--- src/rtl/mips_pkg.sv ---
// Shared types and constants for the MIPS instruction fetch unit: fetch FSM
// encoding, instruction/PC widths, reset vector and the queue entry layout.
package mips_pkg;

    localparam int XLEN  = 32;
    localparam int IM_AW = 10;

    localparam logic [XLEN-1:0] RESET_PC_DEFAULT = 32'h0000_3000;

    typedef enum logic [1:0] {
        ST_IDLE  = 2'd0,
        ST_FETCH = 2'd1,
        ST_FULL  = 2'd2
    } fetch_state_e;

    typedef struct packed {
        logic [XLEN-1:0] word;
        logic [XLEN-1:0] pc;
    } fetch_entry_t;

endpackage

--- src/rtl/ifu_queue.sv ---
// Small FIFO of fetched {word, pc} entries with flush; the head is read
// combinationally so the consumer sees it as soon as it is written.
module ifu_queue
    import mips_pkg::*;
#(
    parameter int DEPTH = 2
) (
    input  logic         clk,
    input  logic         rst,
    input  logic         push,
    input  logic         pop,
    input  logic         flush,
    input  fetch_entry_t push_data,
    output fetch_entry_t head,
    output logic         full,
    output logic         empty,
    output logic         one_left
);

    localparam int PW    = (DEPTH > 1) ? $clog2(DEPTH) : 1;
    localparam int CW    = $clog2(DEPTH + 1);
    localparam int SLOTS = 2 ** PW;

    localparam logic [PW-1:0] LAST_PTR = PW'(DEPTH - 1);
    localparam logic [CW-1:0] CNT_FULL = CW'(DEPTH);
    localparam logic [CW-1:0] CNT_LAST = CW'(DEPTH - 1);

    fetch_entry_t  mem [SLOTS];
    logic [PW-1:0] rd_ptr;
    logic [PW-1:0] wr_ptr;
    logic [CW-1:0] cnt;
    logic          do_push;
    logic          do_pop;

    function automatic logic [PW-1:0] ptr_next(input logic [PW-1:0] p);
        return (p == LAST_PTR) ? '0 : p + 1'b1;
    endfunction

    assign full     = (cnt == CNT_FULL);
    assign empty    = (cnt == '0);
    assign one_left = (cnt == CNT_LAST);
    assign do_pop   = pop && !empty;
    assign do_push  = push && (!full || do_pop);
    assign head     = mem[rd_ptr];

    always_ff @(posedge clk or negedge rst) begin
        if (!rst) begin
            rd_ptr <= '0;
            wr_ptr <= '0;
            cnt    <= '0;
            // NOTE: the storage is reset too, because the head drives
            // instr/instr_pc directly and those must read zero in reset.
            for (int i = 0; i < SLOTS; i++) begin
                mem[i] <= '0;
            end
        end else if (flush) begin
            rd_ptr <= '0;
            wr_ptr <= '0;
            cnt    <= '0;
        end else begin
            if (do_push) begin
                mem[wr_ptr] <= push_data;
                wr_ptr      <= ptr_next(wr_ptr);
            end
            if (do_pop) begin
                rd_ptr <= ptr_next(rd_ptr);
            end
            if (do_push && !do_pop) begin
                cnt <= cnt + 1'b1;
            end else if (do_pop && !do_push) begin
                cnt <= cnt - 1'b1;
            end
        end
    end

endmodule

--- src/rtl/ifu_fetch.sv ---
// Instruction fetch unit: sequential PC generation, redirect handling and a
// fetch queue. Define IFU_PREFETCH_EN for a 2-deep queue (1 instr/cycle).
module ifu_fetch
    import mips_pkg::*;
#(
    parameter logic [XLEN-1:0] RESET_PC = RESET_PC_DEFAULT,
    parameter int              PC_STEP  = 4
) (
    input  logic             clk,
    input  logic             rst,
    output logic [IM_AW-1:0] im_addr,
    input  logic [XLEN-1:0]  im_dout,
    input  logic             redirect_valid,
    input  logic [XLEN-1:0]  redirect_pc,
    output logic             instr_valid,
    input  logic             instr_ready,
    output logic [XLEN-1:0]  instr,
    output logic [XLEN-1:0]  instr_pc,
    output logic [XLEN-1:0]  instr_pc4
);

`ifdef IFU_PREFETCH_EN
    localparam int DEPTH = 2;
`else
    localparam int DEPTH = 1;
`endif

    fetch_state_e    state;
    logic [XLEN-3:0] pc_word;
    logic [XLEN-1:0] fetch_pc;
    logic [XLEN-1:0] pc_next;
    logic            push;
    logic            pop;
    logic            q_full;
    logic            q_empty;
    logic            q_one_left;
    fetch_entry_t    q_head;
    fetch_entry_t    q_in;

    // Only the word-aligned part of the PC is stored, so bits [1:0] are zero.
    assign fetch_pc = {pc_word, 2'b00};
    assign pc_next  = fetch_pc + 32'(PC_STEP);
    assign im_addr  = fetch_pc[IM_AW+1:2];

    assign pop  = instr_valid && instr_ready;
    assign push = (state == ST_FETCH) && !redirect_valid && (!q_full || pop);
    assign q_in = '{word: im_dout, pc: fetch_pc};

    always_ff @(posedge clk or negedge rst) begin
        if (!rst) begin
            pc_word <= RESET_PC[XLEN-1:2];
            state   <= ST_IDLE;
        end else if (redirect_valid) begin
            pc_word <= (XLEN-2)'(redirect_pc >> 2);
            state   <= ST_FETCH;
        end else begin
            if (push) begin
                pc_word <= (XLEN-2)'(pc_next >> 2);
            end
            case (state)
                ST_IDLE:  state <= ST_FETCH;
                ST_FETCH: if (push && !pop && q_one_left) state <= ST_FULL;
                ST_FULL:  if (pop) state <= ST_FETCH;
                default:  state <= ST_IDLE;
            endcase
        end
    end

    ifu_queue #(
        .DEPTH (DEPTH)
    ) u_queue (
        .clk       (clk),
        .rst       (rst),
        .push      (push),
        .pop       (pop),
        .flush     (redirect_valid),
        .push_data (q_in),
        .head      (q_head),
        .full      (q_full),
        .empty     (q_empty),
        .one_left  (q_one_left)
    );

    assign instr_valid = !q_empty;
    assign instr       = q_head.word;
    assign instr_pc    = q_head.pc;
    assign instr_pc4   = q_head.pc + 32'd4;

endmodule
--- config.mk ---
export PLATFORM = sky130hd
export DESIGN_NAME = ifu_fetch
export DESIGN_NICKNAME = d
export VERILOG_FILES = /design/src/rtl/mips_pkg.sv /design/src/rtl/ifu_queue.sv /design/src/rtl/ifu_fetch.sv
export SDC_FILE = /design/constraint.sdc
export NUM_CORES = 1
export LEC_CHECK = 0
export ABC_AREA = 1
export BUFFER_PORTS_ARGS = -buffer_cell sky130_fd_sc_hd__buf_2
export CAP_MARGIN = 20
export CORE_ASPECT_RATIO = 0.7
export CORE_MARGIN = 2
export CORE_UTILIZATION = 36
export CTS_CLUSTER_DIAMETER = 60
export DETAILED_ROUTE_END_ITERATION = 6
export GPL_ROUTABILITY_DRIVEN = 0
export GPL_TIMING_DRIVEN = 0
export PLACE_DENSITY = 0.63
export SLEW_MARGIN = 20
export SYNTH_ARGS = -nofsm -noshare
export SYNTH_HDL_FRONTEND = slang
export SYNTH_SLANG_ARGS = --single-unit
export TNS_END_PERCENT = 10
--- constraint.sdc ---
create_clock -name clk -period 4.37 [get_ports clk]
set_clock_uncertainty 0.2 [all_clocks]
set_input_delay 0.6555 -clock clk [delete_from_list [all_inputs] [get_ports clk]]
set_output_delay 0.6555 -clock clk [all_outputs]
set_load 0.05 [all_outputs]
==> results.yml, run 1 <==
outcome:
  status: "complete, no violations"
yosys:
  syn_avg_cell_area_um2: 7.04
  seq_area_frac_synth_pct: 43.0
  ys_top_cells_by_area: "dfrtp_1 42%, nand2_1 22%, nor2_1 5.3%, nand3_1 5.0%, inv_1 4.5%"
  synth-seq-cells: 95
  yosys_warnings: 0
  syn_inst: 785
  synth_top_area_share_pct: 42.1
  yosysTopAreaCell: "dfrtp_1"
  netlist_area_um2: 5530
  synth.distinct_cells: 34
worst_setup_path:
  critical-path-top-delay-family: "simple AND/OR/NAND/NOR gates"
  cp.required_ps: 3510
  crit_start: "u_queue.mem[66]"
  max_stage_delay_ps: 470
  crit_path_end_kind: "output pin"
  start_kind: "flip-flop"
  reg2reg_from: "pc_word[1]"
  critPathKind: "flip-flop to output pin"
  crit_buf_inv: 1
  path_common_cell: "nand2_1"
  cp_cell_sequence: "ha_1, nand2_1, nor2_2, nand2_1, nor2_1, xor2_1, buf_2"
  crit_arrival_ps: 2370
  cpMaxStageDelayCell: "dfrtp_1"
  cp_max_fo: 7
grt:
  antenna_found_initial: 0
  grt_overflow: 0
  grt_usage_pct: 21.5
  grt_pass1_wl_um: 27900
  grt_max_degree: 51
  grt_pass1_vias: 5198
clock_network:
  clkLatencyLatePin_ps: 350
  cts_hold_buf: 0
  cts_made_buffers: 9
  postCtsSetupRepairBufs: 0
  cts_sinks: 95
  tritoncts: "done"
  h-tree-depth: 3
  root_buffer: "clkbuf_16"
  clk_path_buf_depth: 2
  cts_resized: 0
  clkSlewWorstSetupHoldPaths_ps: 70
drt:
  post_drt_wl_per_cell_um: 15.3
  ant_nets: 0
  wl_um: 17800
  drt_first_pass_iters: 7
  via_per_inst: 4.90
  vias: 5713
  drc: 0
  drt_iter0_markers: 566
placement:
  place_inst: 1151
  dp_hpwl_um: 14000
  port_buffers: 167
  post-place-ws_ps: 1540
sta:
  worst_pin_slew_ps: 659
  max_freq_ghz: 0.310
  post-route-period-util_pct: 73.8
  fin_crit_ps: 3230
  rsz0062_at_grt: "false"
  finalHoldViolations: 0
  setup_viol: 0
  finalSetupTns_ps: 0
  drv_slew: 0
  setup_ws_ps: 1140
  maxSlewHeadroom_pct: 56.0
finish:
  drive_above_1_share_pct: 24.6
  multi_input_area_um2: 2640
  final_cells: 1167
  fin_util_pct: 46.9
  regArea_um2: 2380
  fillers: 1595
  n_antenna_cell: 0
  fin_nets: 1037
  synthToLayoutAreaGrowth_pct: 26.0
power:
  internal_power_mw: 2.26
  total_power_mw: 5.02
  p_leak_nw: 3.64
  power_density_nw_per_um2: 720
  seq_power_share_pct: 30.4
  p_clk_share_pct: 16.8
  combPwrFrac_pct: 52.8
  ir_drop_mv: 0.434
  p_sw_share_pct: 54.9
  netSwitchingPower_mw: 2.75
floorplanning:
  start_util_pct: 37.2
  boundaryPins: 175
  coreArea_um2: 14900
  die_h_um: 108
  die_w_um: 152
  dieArea_um2: 16400
  placementRows: 37
run:
  cap_violations: 0
worst_hold_path:
  min_path_type: "input port to async pin"
[through the flow]
step | hold WS (ps) | area, um^2
3_3_place_gp | 259 | 6620
3_5_place_dp | 260 | 6650
5_1_grt | 60.8 | 6970
6_report | 29.5 | 6970
2_1_floorplan | 160 | 5540
4_1_cts | 45.1 | 6970
[path summary, 6_finish.rpt]
| kind | to | slack, ps | cells past startpoint |
|---|---|---|---|
| setup reg to reg | pc_word[24] | 2310 | 8 |
| setup / recovery | instr_pc4[18] | 1140 | 7 |
| hold / removal | u_queue.mem[90] | 30 | 1 |
| max in group asynchronous | pc_word[11] | 3290 | 2 |
| min in group clk | u_queue.mem[105] | 270 | 2 |
| hold reg to reg | u_queue.mem[105] | 270 | 2 |
[power by group through the flow]
| stage | clock network (mW) | logic (mW) | registers [mW] |
|---|---|---|---|
| 3_5_place_dp | 0 | 2.66 | 1.53 |
| 6_report | 0.841 | 2.65 | 1.53 |
| 2_1_floorplan | 0 | 1.22 | 2.26 |
| 5_1_grt | 0.888 | 2.82 | 1.57 |
| 4_1_cts | 0.859 | 2.66 | 1.52 |
| 3_3_place_gp | 0 | 2.63 | 1.53 |
[synthesized netlist by cell type]
library cell    n
nand2_1       326
dfrtp_1        93
nor2_1         78
inv_1          66
nand3_1        55
o21ai_1        25
buf_4          18
a22oi_1        15
nor3_1         12
xor2_1         12
buf_2          11
o21ai_0         9
a21oi_1         8
nand4_1         6
nor2_2          6
buf_6           5
nand3b_1        5
o211ai_1        5
nor2_4          4
xnor2_1         4
clkbuf_1        3
nand2_2         3
and2_1          2
dfstp_2         2
ha_1            2
inv_2           2
conb_1          1
inv_4           1
nand2_4         1
nand3_2         1
nor3_2          1
o21bai_1        1
o221ai_2        1
o22ai_1         1
[cell type report]
| type | count | share of cell area (%) |
|---|---|---|
| sequential | 95 | 34.2 |
| clock buffer | 10 | 3.29 |
| tap | 195 | 3.50 |
| timing repair buffer | 168 | 12.5 |
| clock inverter | 6 | 1.22 |
| buffer | 37 | 3.70 |
| multi-input combinational | 587 | 37.9 |
| inverter | 69 | 3.75 |
[cell usage in the layout, fill, tap and decap left out, types with 2 or more instances in the layout]
cell type and n:
inv_2 2, nor2_1 78, nand4_1 6, and2_1 2, inv_1 66, dfstp_2 2, o211ai_1 5, bufinv_16 2
buf_6 6, buf_4 18, nand2_2 3, dfrtp_1 93, a22oi_1 15, clkbuf_1 4, conb_1 4, buf_2 177
nand2_1 326, xnor2_1 4, xor2_1 12, clkbuf_16 9, o21ai_1 25, o21ai_0 9, ha_1 2, nor3_1 12
a21oi_1 8, nand3b_1 5, nor2_2 6, nor2_4 4, nand3_1 55, clkinv_2 2, clkinvlp_4 2
[cells by family after synthesis]
kind of cell,Yosys count,share of synthesized area (%)
AO/OA/AOI/OAI,65,7.04
XOR/XNOR,16,2.53
adder cells (fa/ha/maj),2,0.453
buffers and inverters,106,9.39
flip-flops,95,43.0
other,1,0.0678
AND/OR/NAND/NOR,500,37.5
[flip-flops by register name (all words and copies together) (netlist names)]
name	count
u_queue.mem	62
u_queue.full	1
state	2
pc_word	30
[routing by layer]
layer / routed length (um) / vias to the layer above / GRT usage [%]
met3: 1580 / 18 / 5.72
met5: 0 / - / 0
met4: 147 / 0 / 3.00
met2: 6900 / 221 / 28.7
li1: - / 2819 / -
met1: 9180 / 2655 / 34.5
(Power assumes the default switching activity.)
==> run 2, diff against run 1 <==
--- a/config.mk
+++ b/config.mk
@@ -15,7 +15,7 @@
 export DETAILED_ROUTE_END_ITERATION = 6
 export GPL_ROUTABILITY_DRIVEN = 0
 export GPL_TIMING_DRIVEN = 0
-export PLACE_DENSITY = 0.63
+export PLACE_DENSITY = 0.65
 export SLEW_MARGIN = 20
 export SYNTH_ARGS = -nofsm -noshare
 export SYNTH_HDL_FRONTEND = slang
==> constraint.sdc (replaced) <==
create_clock -name clk -period 2.9 [get_ports clk]
set_clock_uncertainty 0.2 [all_clocks]
set_input_delay 0.435 -clock clk [delete_from_list [all_inputs] [get_ports clk]]
set_output_delay 0.435 -clock clk [all_outputs]
set_load 0.05 [all_outputs]
==> results.yml, run 2 (synthesized netlist as in run 1, its figures left out) <==
worst_setup_path:
  critPathKind: "flip-flop to output pin"
  start_kind: "flip-flop"
  cp_max_fo: 5
  r2r_end: "pc_word[24]"
  cp.required_ps: 2270
  r2r_slack_ps: 900
  reg2reg_from: "pc_word[1]"
  crit_start: "u_queue.mem[71]"
  reg2reg_depth: 8
  crit_path_end_kind: "output pin"
  crit_arrival_ps: 2170
grt:
  grt_pass1_wl_um: 27700
  grt_max_degree: 59
  grt_usage_pct: 21.4
  grt_overflow: 0
  antenna_found_initial: 0
  grt_pass1_vias: 5168
clock_network:
  tritoncts: "done"
  clk_path_buf_depth: 2
  h-tree-depth: 3
  clkSlewWorstSetupHoldPaths_ps: 70
  postCtsSetupRepairBufs: 0
  clkLatencyLatePin_ps: 350
  root_buffer: "clkbuf_16"
  cts_made_buffers: 9
  cts_sinks: 95
drt:
  wl_um: 17400
  drt_iter0_markers: 478
  post_drt_wl_per_cell_um: 14.9
  via_per_inst: 4.89
  drc: 0
  ant_nets: 0
  drt_first_pass_iters: 5
  vias: 5710
power:
  p_clk_share_pct: 16.3
  netSwitchingPower_mw: 4.16
  seq_power_share_pct: 30.4
  combPwrFrac_pct: 53.3
  internal_power_mw: 3.38
  p_leak_nw: 3.65
  ir_drop_mv: 0.685
  p_sw_share_pct: 55.2
  power_density_nw_per_um2: 1070
sta:
  setup_viol: 0
  fin_crit_ps: 2800
  finalHoldViolations: 0
  hold_ws_ps: 70.7
  max_freq_ghz: 0.357
  drv_slew: 0
  setup_ws_ps: 95.2
  maxSlewHeadroom_pct: 57.6
  post-route-period-util_pct: 96.7
  worst_pin_slew_ps: 637
finish:
  fin_area_um2: 7020
  most-common-layout-cells: "326 x nand2_1, 176 x buf_2, 91 x dfrtp_1"
  largest_reg_flops: 62
  largest_register: "u_queue.mem"
  synthToLayoutAreaGrowth_pct: 26.9
  drive_above_1_share_pct: 25.4
  final_common_cell: "nand2_1"
  largestRegisters: "u_queue.mem x62, pc_word x30, state x2"
  fin_nets: 1038
  n_antenna_cell: 0
worst_hold_path:
  min_path_type: "input port to flip-flop"
  min_delay_path_depth: 3
  worstHoldStart: "im_dout[5]"
  holdPathEnd: "u_queue.mem[101]"
floorplanning:
  placementRows: 37
  die_h_um: 108
  die_w_um: 152
  boundaryPins: 175
  dieArea_um2: 16400
  coreArea_um2: 14900
  start_util_pct: 37.2
placement:
  dp_hpwl_um: 13800
  port_buffers: 167
  post-place-ws_ps: 211
  place_area_um2: 6660
outcome:
  status: "complete, no violations"
run:
  cap_violations: 0
## run 2: cell type report
cell class                      count  area [um^2]
Sequential cell                    95         2380
Clock inverter                      6         68.8
Tap cell                          195          244
Timing Repair Buffer              169          882
Clock buffer                       10          239
Inverter                           69          262
Multi-Input combinational cell    587         2680
Fill cell                        1525         7840
Buffer                             37          258
## run 2: per-stage QoR
| step | utilization [%] | setup TNS (ps) | instances | total power [mW] |
|---|---|---|---|---|
| 6_report | 47.2 | 0 | 1168 | 7.54 |
| 3_3_place_gp | 44.6 | 0 | 1150 | 6.27 |
| 5_1_grt | 47.2 | -11.6 | 1168 | 7.95 |
| 3_5_place_dp | 44.8 | 0 | 1151 | 6.30 |
| 2_1_floorplan | - | -22.8 | 788 | 5.25 |
| 4_1_cts | 47.0 | 0 | 1168 | 7.55 |
## run 2: power groups by stage
stage          sequential (mW)  combinational, mW  clock [mW]
3_5_place_dp              2.29               4.01           0
4_1_cts                   2.28               4.02        1.26
5_1_grt                   2.36               4.27        1.31
3_3_place_gp              2.29               3.98           0
2_1_floorplan             3.41               1.84           0
6_report                  2.29               4.02        1.23
## run 2: metal layers
metal / track usage, % / routed length (um)
met5: 0 / 0
met4: 2.94 / 56
met3: 4.83 / 1450
met2: 29.2 / 6930
met1: 34.5 / 8970
## run 2: repair_timing
action / CTS / global route
pin swaps: 0 / 0
gates resized for setup: 3 / 6
hold endpoints to repair: 35 / 0
hold buffers: 1 / 0
cloned: 0 / 0
setup endpoints to repair: 5 / 8
## run 2: worst max-delay path by stage
| stage | endpoint | slack [ps] | depth (start not counted) |
|---|---|---|---|
| 5_1_grt | instr_pc4[29] | -10 | 7 |
| 6_report | instr_pc4[29] | 100 | 7 |
| 3_3_place_gp | u_queue.mem[100] | 190 | 1 |
| 3_5_place_dp | instr_pc4[18] | 210 | 7 |
| 2_1_floorplan | instr_pc4[14] | -20 | 6 |
| 4_1_cts | instr_pc4[18] | 40 | 7 |
## run 2: worst max-delay path: stages (launching register included)
cell	delay (ps)
dfrtp_1	470
nand2_1	140
nor3_2	290
nand2_1	130
nor2_1	320
nand3_1	120
nand2_1	90
buf_2	260
